**config.mk**
```make
export PLATFORM = sky130hd
export DESIGN_NAME = game_compositor
export DESIGN_NICKNAME = d
export VERILOG_FILES = /design/src/rtl/game_compositor.sv
export SDC_FILE = /design/constraint.sdc
export NUM_CORES = 1
export LEC_CHECK = 0
export CAP_MARGIN = 15
export CORE_MARGIN = 3
export CORE_UTILIZATION = 45
export DETAILED_ROUTE_END_ITERATION = 16
export HOLD_SLACK_MARGIN = 0.05
export PLACE_DENSITY = 0.82
export SYNTH_ARGS = -nofsm -noshare
export SYNTH_HDL_FRONTEND = slang
export SYNTH_SLANG_ARGS = --single-unit
```
**constraint.sdc**
```tcl
create_clock -name clk_i -period 7.75 [get_ports clk_i]
set_input_delay 2.325 -clock clk_i [delete_from_list [all_inputs] [get_ports clk_i]]
set_output_delay 2.325 -clock clk_i [all_outputs]
set_load 0.02 [all_outputs]
```
**src/rtl/game_compositor.sv**
```systemverilog
// game_compositor: N-ghost pixel-priority compositor with game-state FSM, lives and collision detection.
// Optional GAME_COMPOSITOR_BLINK_EN blinks the pac layer while in RESPAWN.
module game_compositor #(
    parameter int NUM_GHOSTS    = 4,
    parameter int LIVES         = 3,
    parameter int HIT_DIST      = 2,
    parameter int RESPAWN_TICKS = 16
) (
    input  logic                     clk_i,
    input  logic                     reset_ni,
    input  logic                     tick_i,
    input  logic                     start_i,
    input  logic                     food_done_i,
    input  logic [9:0]               xPacLoc_i,
    input  logic [8:0]               yPacLoc_i,
    input  logic [10*NUM_GHOSTS-1:0] xGhost_i,
    input  logic [9*NUM_GHOSTS-1:0]  yGhost_i,
    input  logic [23:0]              rgb_pac_i,
    input  logic [23:0]              rgb_maze_i,
    input  logic [23:0]              rgb_food_i,
    input  logic [23:0]              rgb_win_i,
    input  logic [23:0]              rgb_lose_i,
    input  logic [24*NUM_GHOSTS-1:0] rgb_ghost_i,
    output logic [7:0]               r_o,
    output logic [7:0]               g_o,
    output logic [7:0]               b_o,
    output logic [2:0]               state_o,
    output logic [3:0]               lives_o,
    output logic                     gamewin_o,
    output logic                     gamelose_o,
    output logic                     respawn_req_o,
    output logic                     hit_o
);
    localparam logic [2:0] IDLE = 3'd0, PLAY = 3'd1, RESPAWN = 3'd2, WIN = 3'd3, LOSE = 3'd4;
    localparam int CW = (RESPAWN_TICKS > 4) ? $clog2(RESPAWN_TICKS) : 2;

    logic [2:0]    state_q, state_d;
    logic [3:0]    lives_q, lives_d;
    logic [CW-1:0] cnt_q, cnt_d;
    logic [23:0]   pix_q, pix_d;
    logic          rsp_q, rsp_d, hit_q, hit_d;
    logic          collide, pac_on;
    logic [10:0]   dx, adx;
    logic [9:0]    dy, ady;

`ifdef GAME_COMPOSITOR_BLINK_EN
    assign pac_on = |rgb_pac_i && !(state_q == RESPAWN && cnt_q[1]);
`else
    assign pac_on = |rgb_pac_i;
`endif

    // Differences are widened by one bit so they never wrap before the absolute value.
    always_comb begin
        collide = 1'b0;
        dx = '0;
        dy = '0;
        adx = '0;
        ady = '0;
        for (int i = 0; i < NUM_GHOSTS; i++) begin
            dx = {1'b0, xPacLoc_i} - {1'b0, xGhost_i[10*i +: 10]};
            dy = {1'b0, yPacLoc_i} - {1'b0, yGhost_i[9*i +: 9]};
            adx = dx[10] ? -dx : dx;
            ady = dy[9] ? -dy : dy;
            collide = collide | (adx <= 11'(HIT_DIST) && ady <= 10'(HIT_DIST));
        end
    end

    // Lowest-priority layers first so later assignments win; absent food leaves black.
    always_comb begin
        pix_d = |rgb_maze_i ? rgb_maze_i : rgb_food_i;
        for (int i = NUM_GHOSTS - 1; i >= 0; i--)
            pix_d = |rgb_ghost_i[24*i +: 24] ? rgb_ghost_i[24*i +: 24] : pix_d;
        pix_d = pac_on ? rgb_pac_i : pix_d;
        pix_d = (state_q == WIN) ? rgb_win_i : (state_q == LOSE) ? rgb_lose_i : pix_d;
    end

    always_comb begin
        state_d = state_q;
        lives_d = lives_q;
        cnt_d = cnt_q;
        rsp_d = 1'b0;
        hit_d = 1'b0;
        case (state_q)
            IDLE: if (start_i) begin
                state_d = PLAY;
                rsp_d = 1'b1;
            end
            PLAY: if (tick_i) begin
                if (food_done_i) state_d = WIN;
                else if (collide) begin
                    hit_d = 1'b1;
                    lives_d = (lives_q == 4'd0) ? 4'd0 : lives_q - 4'd1;
                    state_d = (lives_d == 4'd0) ? LOSE : RESPAWN;
                    rsp_d = (lives_d != 4'd0);
                    cnt_d = '0;
                end
            end
            RESPAWN: if (tick_i) begin
                state_d = (cnt_q == CW'(RESPAWN_TICKS - 1)) ? PLAY : RESPAWN;
                cnt_d = (cnt_q == CW'(RESPAWN_TICKS - 1)) ? '0 : cnt_q + 1'b1;
            end
            WIN, LOSE: if (start_i) begin
                state_d = IDLE;
                lives_d = 4'(LIVES);
            end
            default: state_d = IDLE;
        endcase
    end

    always_ff @(posedge clk_i) begin
        if (!reset_ni) begin
            state_q <= IDLE;
            lives_q <= 4'(LIVES);
            cnt_q <= '0;
            pix_q <= '0;
            rsp_q <= 1'b0;
            hit_q <= 1'b0;
        end else begin
            state_q <= state_d;
            lives_q <= lives_d;
            cnt_q <= cnt_d;
            pix_q <= pix_d;
            rsp_q <= rsp_d;
            hit_q <= hit_d;
        end
    end

    assign {r_o, g_o, b_o} = pix_q;
    assign state_o = state_q;
    assign lives_o = lives_q;
    assign gamewin_o = (state_q == WIN);
    assign gamelose_o = (state_q == LOSE);
    assign respawn_req_o = rsp_q;
    assign hit_o = hit_q;
endmodule

```
# Word-level counts from Yosys, hierarchy flattened
# Cells that the tools add are included.
word_totals:
  register_bits: 37
  latchBits: 0
  ramBits: 0
  mem_bits_ro: 0
  input_bits: 316
  out_inout_bits: 35
  wordCells: 114
  n_memories: 0
classes:
  n_addsub: 18
  mul: 0
  div: 0
  n_lt_le_gt_ge: 8
  eq_ne: 12
  shift: 0
  n_mux: 43
  bitwise_logic: 6
  reduce_logical: 21
ops:
  columns: ["op", "count"]
  rows:
  - ["2-to-1 mux 24 bit", 8]
  - ["OR reduction 24 bit", 6]
  - ["<= comparator 11 x 2 -> 1 bit (second input constant)", 4]
  - ["2-to-1 mux 11 bit", 4]
  - ["negation 11 bit", 4]
  - ["subtractor 10 x 10 -> 11 bit", 4]
  - ["<= comparator 10 x 2 -> 1 bit (second input constant)", 4]
  - ["2-to-1 mux 10 bit", 4]
  - ["2-to-1 mux 4 bit", 10]
  - ["negation 10 bit", 4]
  - ["subtractor 9 x 9 -> 10 bit", 4]
  - ["2-to-1 mux 3 bit", 7]
  - ["one-hot mux 4 bit (2 select lines)", 2]
  - ["AND reduction 5 bit", 3]
  - ["inequality test 2 bit (second input constant)", 6]
  - ["one-hot mux 3 bit (4 select lines)", 1]
  - ["logical NOT 4 bit", 2]
  - ["equality test 3 x 2 -> 1 bit (second input constant)", 2]
  - ["2-to-1 mux 1 bit", 5]
  - ["adder 4 x 1 -> 4 bit (second input constant)", 1]
  - ["equality test 4 bit (second input constant)", 1]
  - ["logical AND 1 bit", 4]
  - ["nonzero test 2 bit", 2]
  - ["nonzero test 4 bit", 1]
  - ["other kinds (11)", 15]

# Longest topological paths before layout
logic_depth:
  ltp_word: 12
  ltp_mapped: 16
  depth_no_buf: 15

# Worst setup path after synthesis
# No wires, ideal clock.
synth_timing:
  path_kind: "input port to flip-flop"
  from: "in xPacLoc_i[0]"
  to: "reg lives_q[2], in the netlist lives_o[2]"
  setup_time_ps: 120
  arrival_time_ps: 5651
  required_ps: 7630
  setup_slack_ps: 1979
  path_stages: 16
  n_path_buf: 1
  cell_sequence: "inv_1 -> ha_1 -> inv_1 -> fa_1 -> a21o_1 -> a221oi_4 -> xor2_1 -> inv_1 -> o41ai_1 -> xor2_1 -> nand2b_1 -> or4_1 -> and4_1 -> buf_6 -> nand4b_1 -> mux2i_1"
synth_via:
  elab_chain_len: 10
  elab_cells_between_ends: 25
  cone_classes: "add/sub: 8; order compare: 4; eq/ne: 1; mux: 4; bitwise: 3; reduce/logical: 5"
synth_rtl:
  columns: ["element", "line", "source"]
  rows:
  - ["from (decl)", "14", "input logic [9:0] xPacLoc_i,"]
  - ["subtractor 10 x 10 -> 11 bit", "60", "dx = {1'b0, xPacLoc_i} - {1'b0, xGhost_i[10*i +: 10]};"]
  - ["negation 11 bit", "62", "adx = dx[10] ? -dx : dx;"]
  - ["2-to-1 mux 11 bit", "62", null]
  - ["<= comparator 11 x 2 -> 1 bit", "64", "collide = collide | (adx <= 11'(HIT_DIST) && ady <= 10'(HIT_DIST));"]
  - ["logical AND 1 bit", "64", null]
  - ["bitwise OR 1 bit (2 in series)", "64", null]
  - ["bitwise OR 1 bit *", "64", null]
  - ["inequality test 2 bit (no source line) *", null, null]
  - ["AND reduction 5 bit (no source line) *", null, null]
  - ["to (signal assigned)", "113", "lives_q <= 4'(LIVES);"]
  - ["to (signal assigned)", "120", "lives_q <= lives_d;"]
  - ["to (decl)", "38", "logic [3:0] lives_q, lives_d;"]
# Mark *: on every way between the ends. The rest lies on a longest branch, timed or not.
# A chain may end at the register's enable or synchronous reset.

# Worst setup path after layout
layout_timing:
  from: "in xPacLoc_i[1]"
  to: "reg state_q[2], in the netlist state_o[2]"
layout_via:
  elab_chain_len: 10
  elab_cells_between_ends: 25
  cone_classes: "add/sub: 8; order compare: 4; eq/ne: 1; mux: 4; bitwise: 3; reduce/logical: 5"
layout_rtl:
  columns: ["element", "line", "source"]
  rows:
  - ["subtractor 10 x 10 -> 11 bit", "60", null]
  - ["negation 11 bit", "62", null]
  - ["2-to-1 mux 11 bit", "62", null]
  - ["<= comparator 11 x 2 -> 1 bit", "64", null]
  - ["logical AND 1 bit", "64", null]
  - ["bitwise OR 1 bit (2 in series)", "64", null]
  - ["bitwise OR 1 bit *", "64", null]
  - ["inequality test 3 bit (no source line) *", null, null]
  - ["AND reduction 5 bit (no source line) *", null, null]
  - ["to (signal assigned)", "119", "state_q <= state_d;"]
  - ["to (decl)", "37", "logic [2:0] state_q, state_d;"]
# Marked as above.

==> results.txt <==
MaxCap Viol Count: 0
Mean Syn Cell Area: 6.994 um2
Yosys warnings: 0
Synthesis-to-layout area growth: 43.27%
Top cells by area, synth: ha_1 (11%), dfxtp_1 (8.3%), a21oi_1 (6.9%)
DIE HEIGHT: 147.0 um
DIE AREA: 21620 um2
WP data arrival: 6.61 ns
CP Depth: 13
Worst slew pin tran: 1.077 ns
Post-synth EDFFs: 0
Routed Antenna Nets: 0
Core ar.: 19140 um2
Ratio of cells with drive above 1 in the final layout: 0.02932
CTS max path bufs: 2
Status: finished clean
Post-Syn Instances: 1280
Vias/cell: 6.294
Hold Path Class: reg -> reg
Post-synthesis mux area share: 0.01929
Period utilization: 0.8284
Reg-to-reg slack, setup: 4.61 ns
Xor/xnor share of the synthesized area: 0.06261
Final Util: 0.6700
Worst reg2reg startpoint: state_o[1]$_SDFFE_PN0P_
DRC: 0
Crit-path max FO: 9
GPL Wtd Cong: 1.034
Worst Reg-to-Reg Cells: 6
Initial Util: 0.4676
Overall power: 1.505 mW
Clock slew at reported path FFs: 0.06 ns
Die Width: 147.0 um
Setup_tns: 0 ns
HP Start: cnt_q[2]$_SDFFE_PN0P_
Largest net degree at the start of global routing: 39
Drt first pass iters: 5
Nets: 2004
# fillers: 1733
CP startpoint kind: primary input
Wire length per cell: 22.23 um
Final Hold Viols: 0
Total track usage: 0.3595
Max stage delay on crit path: 0.72 ns
Unrepaired setup endpoints after global routing: false
Reg-to-Reg End: lives_o[1]$_SDFFE_PN1P_
Slowest cell on crit path: clkdlybuf4s50_1
LEAKAGE: 5.130 nW
Top cell type's share of synthesized area: 0.1076
Largest family of logic cells by synthesized area: compound AO/OA/AOI/OAI gates
CP Cell Sequence: clkdlybuf4s50_1 > fa_1 > a21o_1 > a221oi_2 > a21oi_1 > o41a_1 > a31o_2 > or4_1 > o211a_1 > nand4_1 > and4_1 > nor2b_2 > a41o_1
H-tree levels: 2
Row Count: 50
Vias: 11760
Worst Path Buf+Inv: 1
CP Class: in -> reg
Final clock skew: 0.002547 ns
CP endpoint: state_o[2]$_SDFFE_PN0P_
# port buffers: 350
Root buffer cell: clkbuf_16
Initial antenna violation count: 6
Total grt overflow: 0
Fmax: 155.8 MHz
Number of global-route vias before repair: 10810
Synth Flop Type: dfxtp_1
Post-DP HPWL: 35180 um
Worst setup margin: 1.330 ns
I/O pin count: 351
Hold bufs inserted after CTS: 0
Flops & latches, synth: 37
Hold slack: 0.5213 ns
Final Slew Violations: 0
Post-Synth Adder-Cell Area: 0.1255
Final setup fails: 0
Cts repair resizes: 0
Clock latency on the worst-skew pair: 0.29 ns
CP top delay family: compound AO/OA/AOI/OAI gates
Power Density: 117.3 nW/um2
Clk sinks: 37
Mapped Nets: 1681
CTS Buf Count: 5
First-pass GRT wire length: 62090 um
Post-CTS setup buffer count: 0
Crit path time final: 6.420 ns
Critical path endpoint category: register
CTS tree: done
Maximum vdd drop: 0.1204 mV
Yosys top cell by area: ha_1
Slew HR: 0.2798
Final WL: 41550 um
DR iter-0 viols: 1116
Simple-gate share of the synthesized area: 0.2762
Netlist Area Pre-Place: 8952 um2
Yosys cell types: 94
WP data required: 7.94 ns
Compound-cell area share of the yosys netlist: 0.3720
Crit path launch: xPacLoc_i[1]
DP Worst Slack: 1.064 ns
FFs w/ async S/R, synth: 0
Post-synthesis sequential area ratio: 0.08274
-- kinds of logic (layout without fill, tap and decap cells) --
| family | after synthesis | count (layout) |
|---|---|---|
| muxes | 17 | 17 |
| and+or+nand+nor | 457 | 457 |
| DFF | 37 | 37 |
| adders and majority gates | 85 | 85 |
| other | 0 | 6 |
| AOI/OAI and AO/OA | 476 | 476 |
| buffers and inverters | 144 | 467 |
| xor gates and xnor gates | 64 | 64 |
-- per-layer routing --
layer	vias up	GRT usage	part of all wire
li1	5544	-	-
met1	5487	0.4686	0.41
met2	624	0.5972	0.45
met3	107	0.06724	0.093
met4	2	0.1230	0.041
met5	-	0	0.00026
-- cells in the mapped netlist, types with 6 or more instances --
library cell,n
o21bai_1,33
nor4_1,43
o221ai_1,25
o211ai_1,13
fa_1,8
inv_1,103
or2_2,9
xor2_1,30
o31a_1,8
clkbuf_1,36
o21ai_0,61
xnor2_1,34
o21a_1,20
nand4b_1,11
and4_1,6
nand3_1,46
and3_1,15
a221oi_1,6
o22ai_1,9
dfxtp_1,37
nand3b_1,9
a31oi_1,17
nand2b_1,16
mux2i_1,15
a211oi_1,10
or4_1,8
nor2b_1,21
nand4_1,16
o21ai_1,9
nand2_1,74
nor2_1,114
nor3_1,23
ha_1,77
o2111ai_1,14
a311oi_1,6
a21o_1,47
nor4b_1,7
a21oi_1,124
nor3b_1,7
-- metrics by stage --
stage	area, um2	cells
6_report	12830	1869
2_1_floorplan	8952	1280
5_1_grt	12820	1868
3_5_place_dp	12660	1855
3_3_place_gp	12660	1855
4_1_cts	12800	1862
-- tightest hold or removal path: stages, from the launching register on --
cell     delay, ns
dfxtp_1       0.35
nand3_1       0.08
o21ai_1       0.05
-- flip-flops by register name, indices dropped and copies added (netlist names) --
register	count
lives_o	4
hit_o	1
state_o	3
respawn_req_o	1
pix_q	24
cnt_q	4
-- layout by cell type (no fill, tap or decap), types with 7 or more instances in the layout --
cell type / n
ha_1: 77
nand4_1: 16
xnor2_1: 34
or2_2: 9
or4_1: 8
o211ai_1: 13
nand4b_1: 11
o22ai_1: 9
o21bai_1: 33
nor4b_1: 7
o21ai_1: 9
a211oi_1: 10
inv_1: 103
o2111ai_1: 14
nor3b_1: 7
nand2_1: 74
nor4_1: 43
nor2_1: 114
o221ai_1: 25
a31oi_1: 17
xor2_1: 30
nand3b_1: 9
dfxtp_1: 37
nand3_1: 46
nor2b_1: 21
clkdlybuf4s50_1: 350
mux2i_1: 15
o31a_1: 8
fa_1: 8
a21oi_1: 124
a21o_1: 47
nor3_1: 23
and3_1: 15
o21ai_0: 61
o21a_1: 20
nand2b_1: 16
-- report_power, final --
| part | total [mW] | internal (mW) | switching (mW) |
|---|---|---|---|
| logic | 1.05 | 0.489 | 0.566 |
| registers | 0.238 | 0.212 | 0.0252 |
| clock network | 0.212 | 0.127 | 0.0858 |
-- how the worst min path moves through the flow --
stage	end	slack, ns	cells past startpoint
final	cnt_q[2]$_SDFFE_PN0P_	0.52	2
after global routing	cnt_q[2]$_SDFFE_PN0P_	0.56	2
after CTS	cnt_q[2]$_SDFFE_PN0P_	0.52	2
after detailed placement	cnt_q[2]$_SDFFE_PN0P_	0.51	2
after global placement	cnt_q[2]$_SDFFE_PN0P_	0.50	2
after floorplan	cnt_q[2]$_SDFFE_PN0P_	0.49	2
-- cell type report --
class                   count  area (um2)  area share
multi-input cells        1099        7660      0.5972
repair buffers            356        3552      0.2769
flip-flops and latches     37       740.7     0.05775
inverters                 104       390.4     0.03044
well taps                 260       325.3     0.02536
clock buffers               7       142.6     0.01112
diodes                      6       15.01    0.001171
Note: power is estimated with default switching activity, not from simulation.
